`src/rtl/sram_read_arbiter_if.sv`:
```
// Bundles the requester-side and SRAM-side signals of the shared SRAM read port.
// The arbiter attaches through the slave modport; the driving environment uses master.
interface sram_read_arbiter_if #(
   parameter int NREQ = 3,
   parameter int AW   = 20,
   parameter int DW   = 16
);
   logic [NREQ-1:0]    i_req;
   logic [NREQ*AW-1:0] i_addr;
   logic [NREQ-1:0]    o_gnt;
   logic [DW-1:0]      o_rdata;
   logic [NREQ-1:0]    o_rvalid;
   logic [AW-1:0]      o_sram_addr;
   logic               o_sram_rd;
   logic [DW-1:0]      i_sram_data;

   modport slave (
      input  i_req, i_addr, i_sram_data,
      output o_gnt, o_rdata, o_rvalid, o_sram_addr, o_sram_rd
   );

   modport master (
      output i_req, i_addr, i_sram_data,
      input  o_gnt, o_rdata, o_rvalid, o_sram_addr, o_sram_rd
   );
endinterface

```
`src/rtl/sram_read_arbiter.sv`:
```
// Shares one fixed-latency SRAM read port between NREQ requesters: requester 0 has
// fixed priority, the rest are round-robin; read data is routed back by a tag pipeline.
module sram_read_arbiter #(
   parameter int NREQ = 3,
   parameter int AW   = 20,
   parameter int DW   = 16,
   parameter int LAT  = 2
) (
   input  logic                i_clk,
   input  logic                i_rst,
   sram_read_arbiter_if.slave  io_bus
);

   localparam int PW = (NREQ > 2) ? $clog2(NREQ) : 1;

   logic [PW-1:0]   r_rr_ptr;
   logic [NREQ-1:0] r_gnt;
   logic [NREQ-1:0] r_rvalid;
   logic [DW-1:0]   r_rdata;
   logic [AW-1:0]   r_sram_addr;
   logic            r_sram_rd;
   logic [NREQ-1:0] r_tag_p [LAT];

   logic [NREQ-1:0] w_elig;
   logic            w_win_vld;
   logic [PW-1:0]   w_win_idx;
   logic [NREQ-1:0] w_gnt_nxt;
   logic [AW-1:0]   w_win_addr;
   logic [PW-1:0]   w_rr_nxt;

   // A requester granted last edge still holds its old request; mask it for one edge.
   assign w_elig = io_bus.i_req & ~r_gnt;

   always_comb begin
      int k;
      w_win_vld = 1'b0;
      w_win_idx = '0;
      k         = 0;
      if (w_elig[0]) begin
         w_win_vld = 1'b1;
      end else begin
         for (int i = 0; i < NREQ-1; i++) begin
            k = int'(r_rr_ptr) + i;
            if (k > NREQ-1) k = k - (NREQ-1);
            if (!w_win_vld && w_elig[k]) begin
               w_win_vld = 1'b1;
               w_win_idx = PW'(k);
            end
         end
      end
   end

   assign w_gnt_nxt  = w_win_vld ? (NREQ'(1) << w_win_idx) : '0;
   assign w_win_addr = io_bus.i_addr[int'(w_win_idx)*AW +: AW];

   always_comb begin
      w_rr_nxt = r_rr_ptr;
      if (w_win_vld && (w_win_idx != '0)) begin
         w_rr_nxt = (int'(w_win_idx) == NREQ-1) ? PW'(1) : w_win_idx + PW'(1);
      end
   end

   // ---- issue stage: grant, SRAM address, tag push ----
   always_ff @(posedge i_clk or posedge i_rst) begin
      if (i_rst) begin
         r_gnt       <= '0;
         r_sram_rd   <= 1'b0;
         r_sram_addr <= '0;
         r_rr_ptr    <= PW'(1);
      end else begin
         r_gnt     <= w_gnt_nxt;
         r_sram_rd <= w_win_vld;
         r_rr_ptr  <= w_rr_nxt;
         if (w_win_vld) r_sram_addr <= w_win_addr;
      end
   end

   // ---- tag pipeline: stage LAT-1 lines up with the data the SRAM presents next edge ----
   always_ff @(posedge i_clk or posedge i_rst) begin
      if (i_rst) begin
         for (int i = 0; i < LAT; i++) r_tag_p[i] <= '0;
      end else begin
         r_tag_p[0] <= w_gnt_nxt;
         for (int i = 1; i < LAT; i++) r_tag_p[i] <= r_tag_p[i-1];
      end
   end

   // ---- return stage: capture SRAM data and flag its owner ----
   always_ff @(posedge i_clk or posedge i_rst) begin
      if (i_rst) begin
         r_rvalid <= '0;
         r_rdata  <= '0;
      end else begin
         r_rvalid <= r_tag_p[LAT-1];
         if (|r_tag_p[LAT-1]) r_rdata <= io_bus.i_sram_data;
      end
   end

   assign io_bus.o_gnt       = r_gnt;
   assign io_bus.o_rvalid    = r_rvalid;
   assign io_bus.o_rdata     = r_rdata;
   assign io_bus.o_sram_addr = r_sram_addr;
   assign io_bus.o_sram_rd   = r_sram_rd;

endmodule
```
`src/flat_wrapper.sv`:
```
// flat-port wrapper written by rule: the top's interface ports become plain ports
module sram_read_arbiter_flat 
#(
   parameter int NREQ = 3,
   parameter int AW   = 20,
   parameter int DW   = 16,
   parameter int LAT  = 2
)
  (i_clk, i_rst, io_bus_i_req, io_bus_i_addr, io_bus_i_sram_data, io_bus_o_gnt, io_bus_o_rdata, io_bus_o_rvalid, io_bus_o_sram_addr, io_bus_o_sram_rd);
  sram_read_arbiter_if #(.NREQ(NREQ), .AW(AW), .DW(DW)) io_bus_i ();
  input  logic i_clk;
  input  logic i_rst;
  input wire logic [$bits(io_bus_i.i_req)-1:0] io_bus_i_req;
  input wire logic [$bits(io_bus_i.i_addr)-1:0] io_bus_i_addr;
  input wire logic [$bits(io_bus_i.i_sram_data)-1:0] io_bus_i_sram_data;
  output wire logic [$bits(io_bus_i.o_gnt)-1:0] io_bus_o_gnt;
  output wire logic [$bits(io_bus_i.o_rdata)-1:0] io_bus_o_rdata;
  output wire logic [$bits(io_bus_i.o_rvalid)-1:0] io_bus_o_rvalid;
  output wire logic [$bits(io_bus_i.o_sram_addr)-1:0] io_bus_o_sram_addr;
  output wire logic [$bits(io_bus_i.o_sram_rd)-1:0] io_bus_o_sram_rd;
  assign io_bus_i.i_req = io_bus_i_req;
  assign io_bus_i.i_addr = io_bus_i_addr;
  assign io_bus_i.i_sram_data = io_bus_i_sram_data;
  assign io_bus_o_gnt = io_bus_i.o_gnt;
  assign io_bus_o_rdata = io_bus_i.o_rdata;
  assign io_bus_o_rvalid = io_bus_i.o_rvalid;
  assign io_bus_o_sram_addr = io_bus_i.o_sram_addr;
  assign io_bus_o_sram_rd = io_bus_i.o_sram_rd;
  sram_read_arbiter #(.NREQ(NREQ), .AW(AW), .DW(DW), .LAT(LAT)) u_core (.i_clk(i_clk), .i_rst(i_rst), .io_bus(io_bus_i));
endmodule
```
`config.mk`:
```
export PLATFORM = sky130hd
export DESIGN_NAME = sram_read_arbiter_flat
export DESIGN_NICKNAME = d
export VERILOG_FILES = /design/src/rtl/sram_read_arbiter_if.sv /design/src/rtl/sram_read_arbiter.sv /design/src/flat_wrapper.sv
export SDC_FILE = /design/constraint.sdc
export NUM_CORES = 1
export LEC_CHECK = 0
export CORE_UTILIZATION = 40
export CTS_CLUSTER_SIZE = 25
export DETAILED_ROUTE_END_ITERATION = 8
export PLACE_DENSITY_LB_ADDON = 0.05
export SKIP_CTS_REPAIR_TIMING = 1
export SYNTH_ARGS = -nofsm -noshare
export SYNTH_HDL_FRONTEND = slang
export SYNTH_SLANG_ARGS = --single-unit
```
`constraint.sdc`:
```
create_clock -name i_clk -period 1.9 [get_ports i_clk]
set_input_delay 0.19 -clock i_clk [delete_from_list [all_inputs] [get_ports i_clk]]
set_output_delay 0.19 -clock i_clk [all_outputs]
set_load 0.005 [all_outputs]
```
# ---- Word-level counts from Yosys, hierarchy flattened
# Cells that the tools add are included.
dict set report totals {
  register_bits 48
  inputBits 81
  word_cells 45
}
dict set report op_classes {
  add_sub_neg 4
  n_mul 1
  magnitude_cmp 4
  eq_ne 1
  shift 2
  mux 19
  bitwise 2
  reduce_logical 5
}
# op n
set op_table {}
lappend op_table {{2-to-1 mux 32 bit} 4}
lappend op_table {{less-than comparator 32 x 4 -> 1 bit, second input constant} 2}
lappend op_table {{variable part select 60 x 32 -> 20 bit} 1}
lappend op_table {{greater-than comparator 32 x 3 -> 1 bit, second input constant} 1}
lappend op_table {{subtractor 32 x 3 -> 32 bit, second input constant} 1}
lappend op_table {{2-to-1 mux 1 bit} 8}
lappend op_table {{2-to-1 mux 2 bit} 4}
lappend op_table {{multiplier 2 x 3 -> 5 bit, second input constant} 1}
lappend op_table {{binary-select mux 1 bit (select 2 bit)} 2}
lappend op_table {{adder 2 x 1 -> 3 bit, second input constant} 1}
lappend op_table {{AND 3 bit} 1}
lappend op_table {{2-to-1 mux 3 bit} 1}
lappend op_table {{inverter 3 bit} 1}
lappend op_table {{OR reduction 3 bit} 1}
lappend op_table {{<< shifter 1 x 2 -> 3 bit, first input constant} 1}
lappend op_table {{subtractor 2 x 2 -> 3 bit, second input constant} 1}
lappend op_table {{adder 2 x 1 -> 2 bit, second input constant} 1}
lappend op_table {{equality test 2 bit, second input constant} 1}
lappend op_table {{greater-than comparator 2 bit, second input constant} 1}
lappend op_table {{logical AND 1 bit} 2}
lappend op_table {{nonzero test 2 bit} 1}
lappend op_table {{logical NOT 1 bit} 1}

# ---- Depth between registers and ports, before layout
# Gate-level depths: netlist of run 1.
dict set report logic_depth {
  depth_word 14
  depth_mapped 8
  ltp_nobuf 6
}

# ---- Worst setup path after synthesis of run 1
# Ideal clock, no wire load.
dict set report synth_path {
  path_type {register to register}
  startpoint {reg u_core.r_rr_ptr[0]}
  endpoint {reg u_core.r_sram_addr[16], in the netlist u_core.io_bus.o_sram_addr[16]}
  setup_ns 0.124
  arrival_ns 1.544
  t_required_ns 1.776
  setup_slack_ns 0.233
  stages_incl_launch_ff 8
  cell_sequence {dfstp_2 -> buf_2 -> nor2_1 -> a2111oi_4 -> buf_6 -> nor3b_1 -> a21oi_2 -> a2bb2oi_1}
}
dict set report synth_between {
  elab_chain_cells 14
}
# element line_no
set synth_rtl {}
lappend synth_rtl {{from (decl)} sram_read_arbiter.sv:16} ;# logic [PW-1:0] r_rr_ptr;
lappend synth_rtl {{from (signal assigned)} sram_read_arbiter.sv:73} ;# r_rr_ptr <= w_rr_nxt;
lappend synth_rtl {{parallel branches: the longest is 14 deep, another holds subtractor 32 x 3 -> 32 bit} n/a}
lappend synth_rtl {{to (signal assigned)} sram_read_arbiter.sv:74} ;# if (w_win_vld) r_sram_addr <= w_win_addr;
lappend synth_rtl {{to (decl)} sram_read_arbiter.sv:20} ;# logic [AW-1:0] r_sram_addr;
# Several ways; the timed one is not identified. The select of a mux whose other input is x is not followed.
# A chain may end at the register's enable or synchronous reset.

# ---- Final worst setup path of run 1
dict set report layout_path {
  startpoint {reg u_core.r_gnt[0], in the netlist u_core.io_bus.o_gnt[0]}
  endpoint {reg u_core.r_sram_addr[7], in the netlist u_core.io_bus.o_sram_addr[7]}
}
dict set report layout_between {
  elab_chain_cells 13
}
# element line_no
set layout_rtl {}
lappend layout_rtl {{from (decl)} sram_read_arbiter.sv:17} ;# logic [NREQ-1:0] r_gnt;
lappend layout_rtl {{from (signal assigned)} sram_read_arbiter.sv:71} ;# r_gnt <= w_gnt_nxt;
lappend layout_rtl {{inverter 3 bit (*)} sram_read_arbiter.sv:32} ;# assign w_elig = io_bus.i_req & ~r_gnt;
lappend layout_rtl {{AND 3 bit (*)} sram_read_arbiter.sv:32}
lappend layout_rtl {{binary-select mux 1 bit (select 2 bit)} sram_read_arbiter.sv:45} ;# if (!w_win_vld && w_elig[k]) begin
lappend layout_rtl {{2-to-1 mux 1 bit (not written as such) (2 in a row)} sram_read_arbiter.sv:45}
lappend layout_rtl {{2-to-1 mux 1 bit} sram_read_arbiter.sv:45}
lappend layout_rtl {{2-to-1 mux 1 bit} sram_read_arbiter.sv:39} ;# if (w_elig[0]) begin
lappend layout_rtl {{logical NOT 1 bit} sram_read_arbiter.sv:45}
lappend layout_rtl {{logical AND 1 bit} sram_read_arbiter.sv:45}
lappend layout_rtl {{2-to-1 mux 2 bit} sram_read_arbiter.sv:45}
lappend layout_rtl {{2-to-1 mux 2 bit} sram_read_arbiter.sv:39}
lappend layout_rtl {{multiplier 2 x 3 -> 5 bit} sram_read_arbiter.sv:54} ;# assign w_win_addr = io_bus.i_addr[int'(w_win_idx)*AW +: AW];
lappend layout_rtl {{variable part select 60 x 32 -> 20 bit} sram_read_arbiter.sv:54}
# Every way passes the cells marked *; elsewhere a longest branch is shown, timed or not. The select of a mux whose other input is x is not followed.

==> results of run 1 <==
## worst reg2reg max path: stages, from the launching register on
cell,delay [ns]
sky130_fd_sc_hd__dfrtp_1,0.36
sky130_fd_sc_hd__nand2b_1,0.29
sky130_fd_sc_hd__inv_2,0.17
sky130_fd_sc_hd__a2111oi_4,0.23
sky130_fd_sc_hd__buf_4,0.27
sky130_fd_sc_hd__nor3b_1,0.08
sky130_fd_sc_hd__a21oi_1,0.15
sky130_fd_sc_hd__a2bb2oi_1,0.08
## through the flow
step	worst slack (ns)	TNS, ns	cells	power [uW]	util [%]
4_1_cts	0.1166	0	436	4073	67.72
6_report	0.1569	0	436	4035	67.72
3_5_place_dp	-0.07023	-0.3569	428	3424	66.07
2_1_floorplan	0.2329	0	241	2457	-
5_1_grt	0.01486	0	436	4296	67.72
3_3_place_gp	-0.01787	-0.02301	428	3394	66.07
## final cells by class
type	instances	area, sq um
Clock buffer	7	86.33
Clock inverter	1	7.507
Fill cell	473	1832
Inverter	4	15.01
Multi-Input combinational cell	167	1069
Sequential cell	48	1202
Tap cell	72	90.09
Timing Repair Buffer	137	1374
## metal layers
metal | share of wire [%] | vias up | GRT usage, %
met3 | 7.3 | 2 | 5.486
met1 | 42 | 1035 | 27.43
met4 | 0.41 | 0 | 5.179
met5 | 0 | - | 0
li1 | - | 1081 | -
met2 | 50 | 84 | 37.09
## worst paths after layout
| kind | cells past startpoint | start | end |
|---|---|---|---|
| min in group i_clk | 0 | u_core.r_tag_p[1] | u_core.io_bus.o_rvalid[1] |
| max | 7 | u_core.io_bus.o_gnt[0] | u_core.io_bus.o_sram_addr[7] |
| max reg2reg | 7 | u_core.io_bus.o_gnt[0] | u_core.io_bus.o_sram_addr[7] |
| max in group asynchronous | 3 | i_rst | u_core.r_rr_ptr[0] |
| min reg2reg | 0 | u_core.r_tag_p[1] | u_core.io_bus.o_rvalid[1] |
| min | 2 | i_rst | u_core.io_bus.o_rdata[8] |
## flip-flops by register name, summed over array words and instances, names as in the netlist
| register | count |
|---|---|
| u_core.io_bus.o_sram_rd | 1 |
| u_core.io_bus.o_sram_addr | 20 |
| u_core.r_tag_p | 3 |
| u_core.io_bus.o_rvalid | 3 |
| u_core.io_bus.o_gnt | 3 |
| u_core.io_bus.o_rdata | 16 |
| u_core.r_rr_ptr | 2 |
## power breakdown
| part | switching (uW) | internal [uW] |
|---|---|---|
| Combinational | 742 | 1120 |
| Sequential | 205 | 1340 |
| Clock | 336 | 296 |
| Total | 1280 | 2750 |
## placed cells by master, fill, tap and decap left out, types with 2 or more instances in the layout
cell and count:
sky130_fd_sc_hd__a21oi_1 17, sky130_fd_sc_hd__a21oi_2 11, sky130_fd_sc_hd__a22oi_1 6, sky130_fd_sc_hd__a2bb2oi_1 14, sky130_fd_sc_hd__buf_12 3, sky130_fd_sc_hd__buf_4 11
sky130_fd_sc_hd__clkbuf_8 6, sky130_fd_sc_hd__clkdlybuf4s50_1 123, sky130_fd_sc_hd__dfrtp_1 47, sky130_fd_sc_hd__inv_2 3, sky130_fd_sc_hd__mux2_2 16, sky130_fd_sc_hd__nand2_1 21
sky130_fd_sc_hd__nand2b_1 2, sky130_fd_sc_hd__nand3_1 12, sky130_fd_sc_hd__nor2_1 30, sky130_fd_sc_hd__nor3b_1 14, sky130_fd_sc_hd__o21ai_0 12, sky130_fd_sc_hd__o21ai_1 3
## logic make-up after synthesis
kind of cell           after synthesis  share of synthesized area [%]
buffers and inverters               26                          6.401
and+or+nand+nor                     85                          17.09
AOI/OAI and AO/OA                   66                          19.46
muxes                               16                          7.434
DFF                                 48                          49.61
==> key figures, run 1 <==
Global route
  – Total congestion overflow: 0
  – First-pass GRT wire length: 10,530 um
  – Global routing usage summed across all routing layers: 21.72%
  – Via count of the first global-routing pass: 2,249
  – Largest net degree at the start of global routing: 34
  – Initial antenna violation count: 0

Logic synthesis
  – Synth unique cells: 30
  – Part of the Yosys area used for sequential elements: 49.61%
  – Net count of the mapped netlist: 322
  – Post-synthesis instance area: 2424 sq um
  – Leading register cell type out of synthesis: sky130_fd_sc_hd__dfrtp_1
  – Synth top area cells: sky130_fd_sc_hd__dfrtp_1, sky130_fd_sc_hd__mux2_2, sky130_fd_sc_hd__a2bb2oi_1
  – Share of flip-flops with an asynchronous set or reset after synthesis: 100.0%
  – Cell types with the highest counts after synthesis: sky130_fd_sc_hd__dfrtp_1, sky130_fd_sc_hd__nor2_1, sky130_fd_sc_hd__nand2_1
  – Instance count of the mapped netlist: 241
  – Most common cell in the netlist: sky130_fd_sc_hd__dfrtp_1
  – Total of warnings raised by yosys: 0
  – Synthesized area per cell: 10.06 sq um
  – Number of enable-type register cells in the synthesized netlist: 0
  – Proportion of netlist area held by the largest area contributor: 48.53%
  – Yosys top cell by area: sky130_fd_sc_hd__dfrtp_1
  – Total of flip-flops plus latches after synthesis: 48

Layout
  – Post-synthesis to final-layout area growth: 58.60%
  – Share of cells above drive strength 1: 15.66%
  – Diode count: 0
  – Count of nets after finishing: 444
  – Design Area, Final: 3844 sq um

Worst setup path
  – Critical Path AT: 1.93 ns
  – Kind of capture point of the worst setup path: register
  – Cell family with the largest share of critical-path delay: compound AO/OA/AOI/OAI gates
  – Worst reg-to-reg setup slack: 0.16 ns
  – Worst-path fanout max: 14
  – Number of buffers and inverters on the critical path: 2
  – Series of cell instances along the critical path: nand2b_1 -> inv_2 -> a2111oi_4 -> buf_4 -> nor3b_1 -> a21oi_1 -> a2bb2oi_1
  – Type of the worst setup path: reg2reg
  – Slowest cell delay on critical path: 0.36 ns
  – Required time at the endpoint of the critical path: 2.09 ns
  – CP max-delay cell: sky130_fd_sc_hd__dfrtp_1
  – Category of the worst setup path launch point: register

STA
  – Max Clock Skew: 0.009827 ns
  – Pins over their slew limit: 0
  – RSZ-0062 raised after global routing: false
  – Tmin final: 1.743 ns
  – Total count of hold-check failures in the final report: 0
  – Count of endpoints failing setup in the final report: 0
  – Post-route fraction of the period consumed by the critical path: 91.74%
  – Worst hold margin: 0.1763 ns
  – Fmax: 573.7 MHz
  – Relative slew slack: 64.02%
  – Slew at the pin closest to its max-slew limit: 0.5397 ns

Placement
  – I/O Buffers: 123
  – Detailed placer's ending HPWL: 4883 um
  – RePlAce Congestion: 0.7981
  – Area after detailed placement: 3750 sq um

CTS
  – Count of clock tree sinks: 48
  – Number of H-tree levels: 2
  – Number of buffers created by CTS: 5
  – Clk Latency, worst-skew pair: 0.30 ns
  – Clk pin slew, worst setup/hold paths: 0.09 ns
  – TritonCTS clock tree: yes
  – Root Buffer: sky130_fd_sc_hd__clkbuf_8
  – CTS max path bufs: 2

Floorplanning
  – Height of the die: 79.84 um
  – Area of the placeable core: 5675 sq um
  – Total Die Area: 6374 sq um
  – Starting density of the core: 42.70%
  – I/O pin count: 124
  – Std cell rows: 27
  – Horizontal extent of the die: 79.84 um

Power and ir drop
  – P_leak: 0.001553 uW
  – IR drop worst, VDD: 0.5339 mV
  – Power per unit of standard cell area: 1050 nW/um^2

Status
  – Status: finished, final reports clean

Drt
  – DRC violation total after the first TritonRoute iteration: 146
  – Detailed-route wire length per cell: 15.21 um
  – Vias per cell: 5.050
  – DRC viols: 0
  – Total number of vias: 2,202
  – Initial DRT Pass Iterations: 4
  – Detailed Route WL: 6631 um
  – Post-DRT Antenna Nets: 0

Hold path
  – Worst hold path class: in2async

Flow run
  – Max capacitance violation total: 0
Note: power is estimated with default switching activity, not from simulation.
==> inputs of run 2 (changes only) <==
--- a/config.mk
+++ b/config.mk
@@ -5,10 +5,11 @@
 export SDC_FILE = /design/constraint.sdc
 export NUM_CORES = 1
 export LEC_CHECK = 0
+export CORE_ASPECT_RATIO = 0.7
 export CORE_UTILIZATION = 40
 export CTS_CLUSTER_SIZE = 25
 export DETAILED_ROUTE_END_ITERATION = 8
-export PLACE_DENSITY_LB_ADDON = 0.05
+export PLACE_DENSITY = 0.79
 export SKIP_CTS_REPAIR_TIMING = 1
 export SYNTH_ARGS = -nofsm -noshare
 export SYNTH_HDL_FRONTEND = slang
==> run 2 against run 1 <==
  * Highest routed layer unchanged
  * Cell area grew 0.91%
  * Cell count grew 1.4%
  * Global-route usage shrank 0.65 points
  * Worst setup slack gained 0.0018 ns
  * Maximum frequency grew 0.10%
==> key figures, run 2 (synthesized netlist as in run 1, its figures left out) <==
Status
  – Status: finished, final reports clean

Drt
  – Initial DRT Pass Iterations: 4
  – Detailed-route wire length per cell: 15.05 um
  – Vias per cell: 5.036
  – Post-DRT Antenna Nets: 0
  – DRC viols: 0
  – Total number of vias: 2,226
  – DRC violation total after the first TritonRoute iteration: 88
  – Detailed Route WL: 6650 um

Power and ir drop
  – Switching pwr: 1304 uW
  – Power per unit of standard cell area: 1070 nW/um^2
  – Cell Int Power: 2847 uW
  – Sequential cell fraction of total power: 37.1%
  – Power share of the clock group: 18.4%
  – IR drop worst, VDD: 0.5620 mV
  – Sw Share: 31.42%
  – Proportion of power drawn by combinational gates: 44.5%
  – P_leak: 0.001573 uW

Layout
  – Design Area, Final: 3879 sq um
  – Count of nets after finishing: 447
  – Share of cells above drive strength 1: 16.62%
  – Final Util: 67.06%
  – Count of fill cells added during filler insertion: 460
  – Sequential standard cell area: 1202 sq um
  – Post-synthesis to final-layout area growth: 60.04%
  – Most frequent cells in the layout: sky130_fd_sc_hd__clkdlybuf4s50_1, sky130_fd_sc_hd__dfrtp_1, sky130_fd_sc_hd__nor2_1, sky130_fd_sc_hd__nand2_1, sky130_fd_sc_hd__a21oi_1
  – Diode count: 0
  – Flip-flop count of the largest register after layout: 20
  – Most common library cell in the layout ignoring fill and taps: sky130_fd_sc_hd__clkdlybuf4s50_1
  – Area of the multi-input gates: 1069 sq um

CTS
  – Number of buffers created by CTS: 5
  – Clk Latency, worst-skew pair: 0.31 ns
  – CTS max path bufs: 2
  – TritonCTS clock tree: yes
  – Number of H-tree levels: 2
  – Clk pin slew, worst setup/hold paths: 0.10 ns
  – Count of clock tree sinks: 48
  – Root Buffer: sky130_fd_sc_hd__clkbuf_8

Worst setup path
  – Critical Path AT: 1.93 ns
  – Worst-path fanout max: 13
  – Number of buffers and inverters on the critical path: 1
  – Startpoint of the worst setup timing path: u_core.r_rr_ptr[0]
  – Required time at the endpoint of the critical path: 2.09 ns
  – Series of cell instances along the critical path: nor2_1 -> a2111oi_4 -> buf_4 -> nor3b_1 -> a21oi_2 -> a2bb2oi_1
  – Type of the worst setup path: reg2reg
  – Category of the worst setup path launch point: register
  – Kind of capture point of the worst setup path: register
  – Slowest cell delay on critical path: 0.65 ns
  – Cell family with the largest share of critical-path delay: flip-flops
  – CP max-delay cell: sky130_fd_sc_hd__dfstp_2
  – Reg-to-Reg Start: u_core.r_rr_ptr[0]

STA
  – Relative slew slack: 68.60%
  – Pins over their slew limit: 0
  – Tmin final: 1.741 ns
  – Slew at the pin closest to its max-slew limit: 0.4711 ns
  – Max Clock Skew: 0.01129 ns
  – Count of endpoints failing setup in the final report: 0
  – Post-route fraction of the period consumed by the critical path: 91.65%
  – Total count of hold-check failures in the final report: 0
  – RSZ-0062 raised after global routing: false
  – Fmax: 574.3 MHz

Placement
  – Area after detailed placement: 3764 sq um
  – Detailed placer's ending HPWL: 5083 um
  – RePlAce Congestion: 0.7618
  – I/O Buffers: 123

Global route
  – Global routing usage summed across all routing layers: 21.07%
  – Via count of the first global-routing pass: 2,076
  – Total congestion overflow: 0
  – First-pass GRT wire length: 10,060 um
  – GR Util met1: 28.04%
  – Layer with the highest usage: met2
  – Global-route met2 utilization: 33.63%
  – Initial antenna violation count: 0
  – Met3 routing resource usage after global routing: 5.822%
  – Largest net degree at the start of global routing: 21

Floorplanning
  – Total Die Area: 6379 sq um
  – Std cell rows: 23
  – I/O pin count: 124
  – Starting density of the core: 41.90%
  – Area of the placeable core: 5784 sq um
  – Height of the die: 67.13 um
  – Horizontal extent of the die: 95.04 um

Hold path
  – Worst hold path class: in2async

Flow run
  – Max capacitance violation total: 0
-- run 2: changes by cell type in the layout (fill, tap and decap cells not counted), sizes merged --
| cell | before | now |
|---|---|---|
| buf | 14 | 17 |
| bufinv | 0 | 1 |
| clkbuf | 7 | 5 |
| inv | 4 | 5 |
-- run 2: worst register-to-register path, stage by stage, from the launching register on --
cell and delay (ns):
sky130_fd_sc_hd__dfstp_2 0.65, sky130_fd_sc_hd__nor2_1 0.11, sky130_fd_sc_hd__a2111oi_4 0.31, sky130_fd_sc_hd__buf_4 0.25, sky130_fd_sc_hd__nor3b_1 0.09, sky130_fd_sc_hd__a21oi_2 0.12, sky130_fd_sc_hd__a2bb2oi_1 0.09
-- run 2: final cells by class --
| class | instances | share of cell area (%) |
|---|---|---|
| inverters | 4 | 0.3871 |
| clock inverters | 3 | 1.194 |
| repair buffers | 140 | 35.68 |
| flip-flops and latches | 48 | 31.00 |
| multi-input cells | 167 | 27.55 |
| clock buffers | 5 | 1.774 |
| well taps | 75 | 2.419 |
-- run 2: power by group through the flow --
stage	Sequential (uW)	Combinational, uW	Clock [uW]
6_report	1540	1850	763
5_1_grt	1590	2010	820
2_1_floorplan	1520	932	0
4_1_cts	1540	1860	780
3_3_place_gp	1550	1810	0
3_5_place_dp	1550	1850	0
-- run 2: path summary, 6_finish.rpt --
kind	end	slack, ns	cells past startpoint
setup / recovery	u_core.io_bus.o_sram_addr[12]	0.16	6
hold / removal	u_core.io_bus.o_rdata[3]	0.11	2
setup reg to reg	u_core.io_bus.o_sram_addr[12]	0.16	6
hold reg to reg	u_core.io_bus.o_rvalid[0]	0.40	0
max in group asynchronous	u_core.r_rr_ptr[0]	1.28	3
min in group i_clk	u_core.io_bus.o_rvalid[0]	0.40	0
-- run 2: routing by layer --
| metal | vias to the layer above | part of all wire (%) |
|---|---|---|
| met5 | - | 0 |
| met1 | 1049 | 44 |
| met4 | 0 | 1.2 |
| li1 | 1086 | - |
| met2 | 84 | 47 |
| met3 | 7 | 7.8 |
-- run 2: per-stage QoR --
| stage | hold WS, ns | setup WS, ns | setup TNS, ns | cells | total power [uW] |
|---|---|---|---|---|---|
| floorplan | 0.3188 | 0.2329 | 0 | 241 | 2457 |
| global placement | 0.3781 | 0.02669 | 0 | 434 | 3358 |
| detailed placement | 0.3810 | -0.03960 | -0.08760 | 434 | 3408 |
| CTS | 0.1068 | 0.1482 | 0 | 442 | 4187 |
| global route | 0.1287 | 0.02530 | 0 | 442 | 4411 |
| finish | 0.1099 | 0.1586 | 0 | 442 | 4151 |
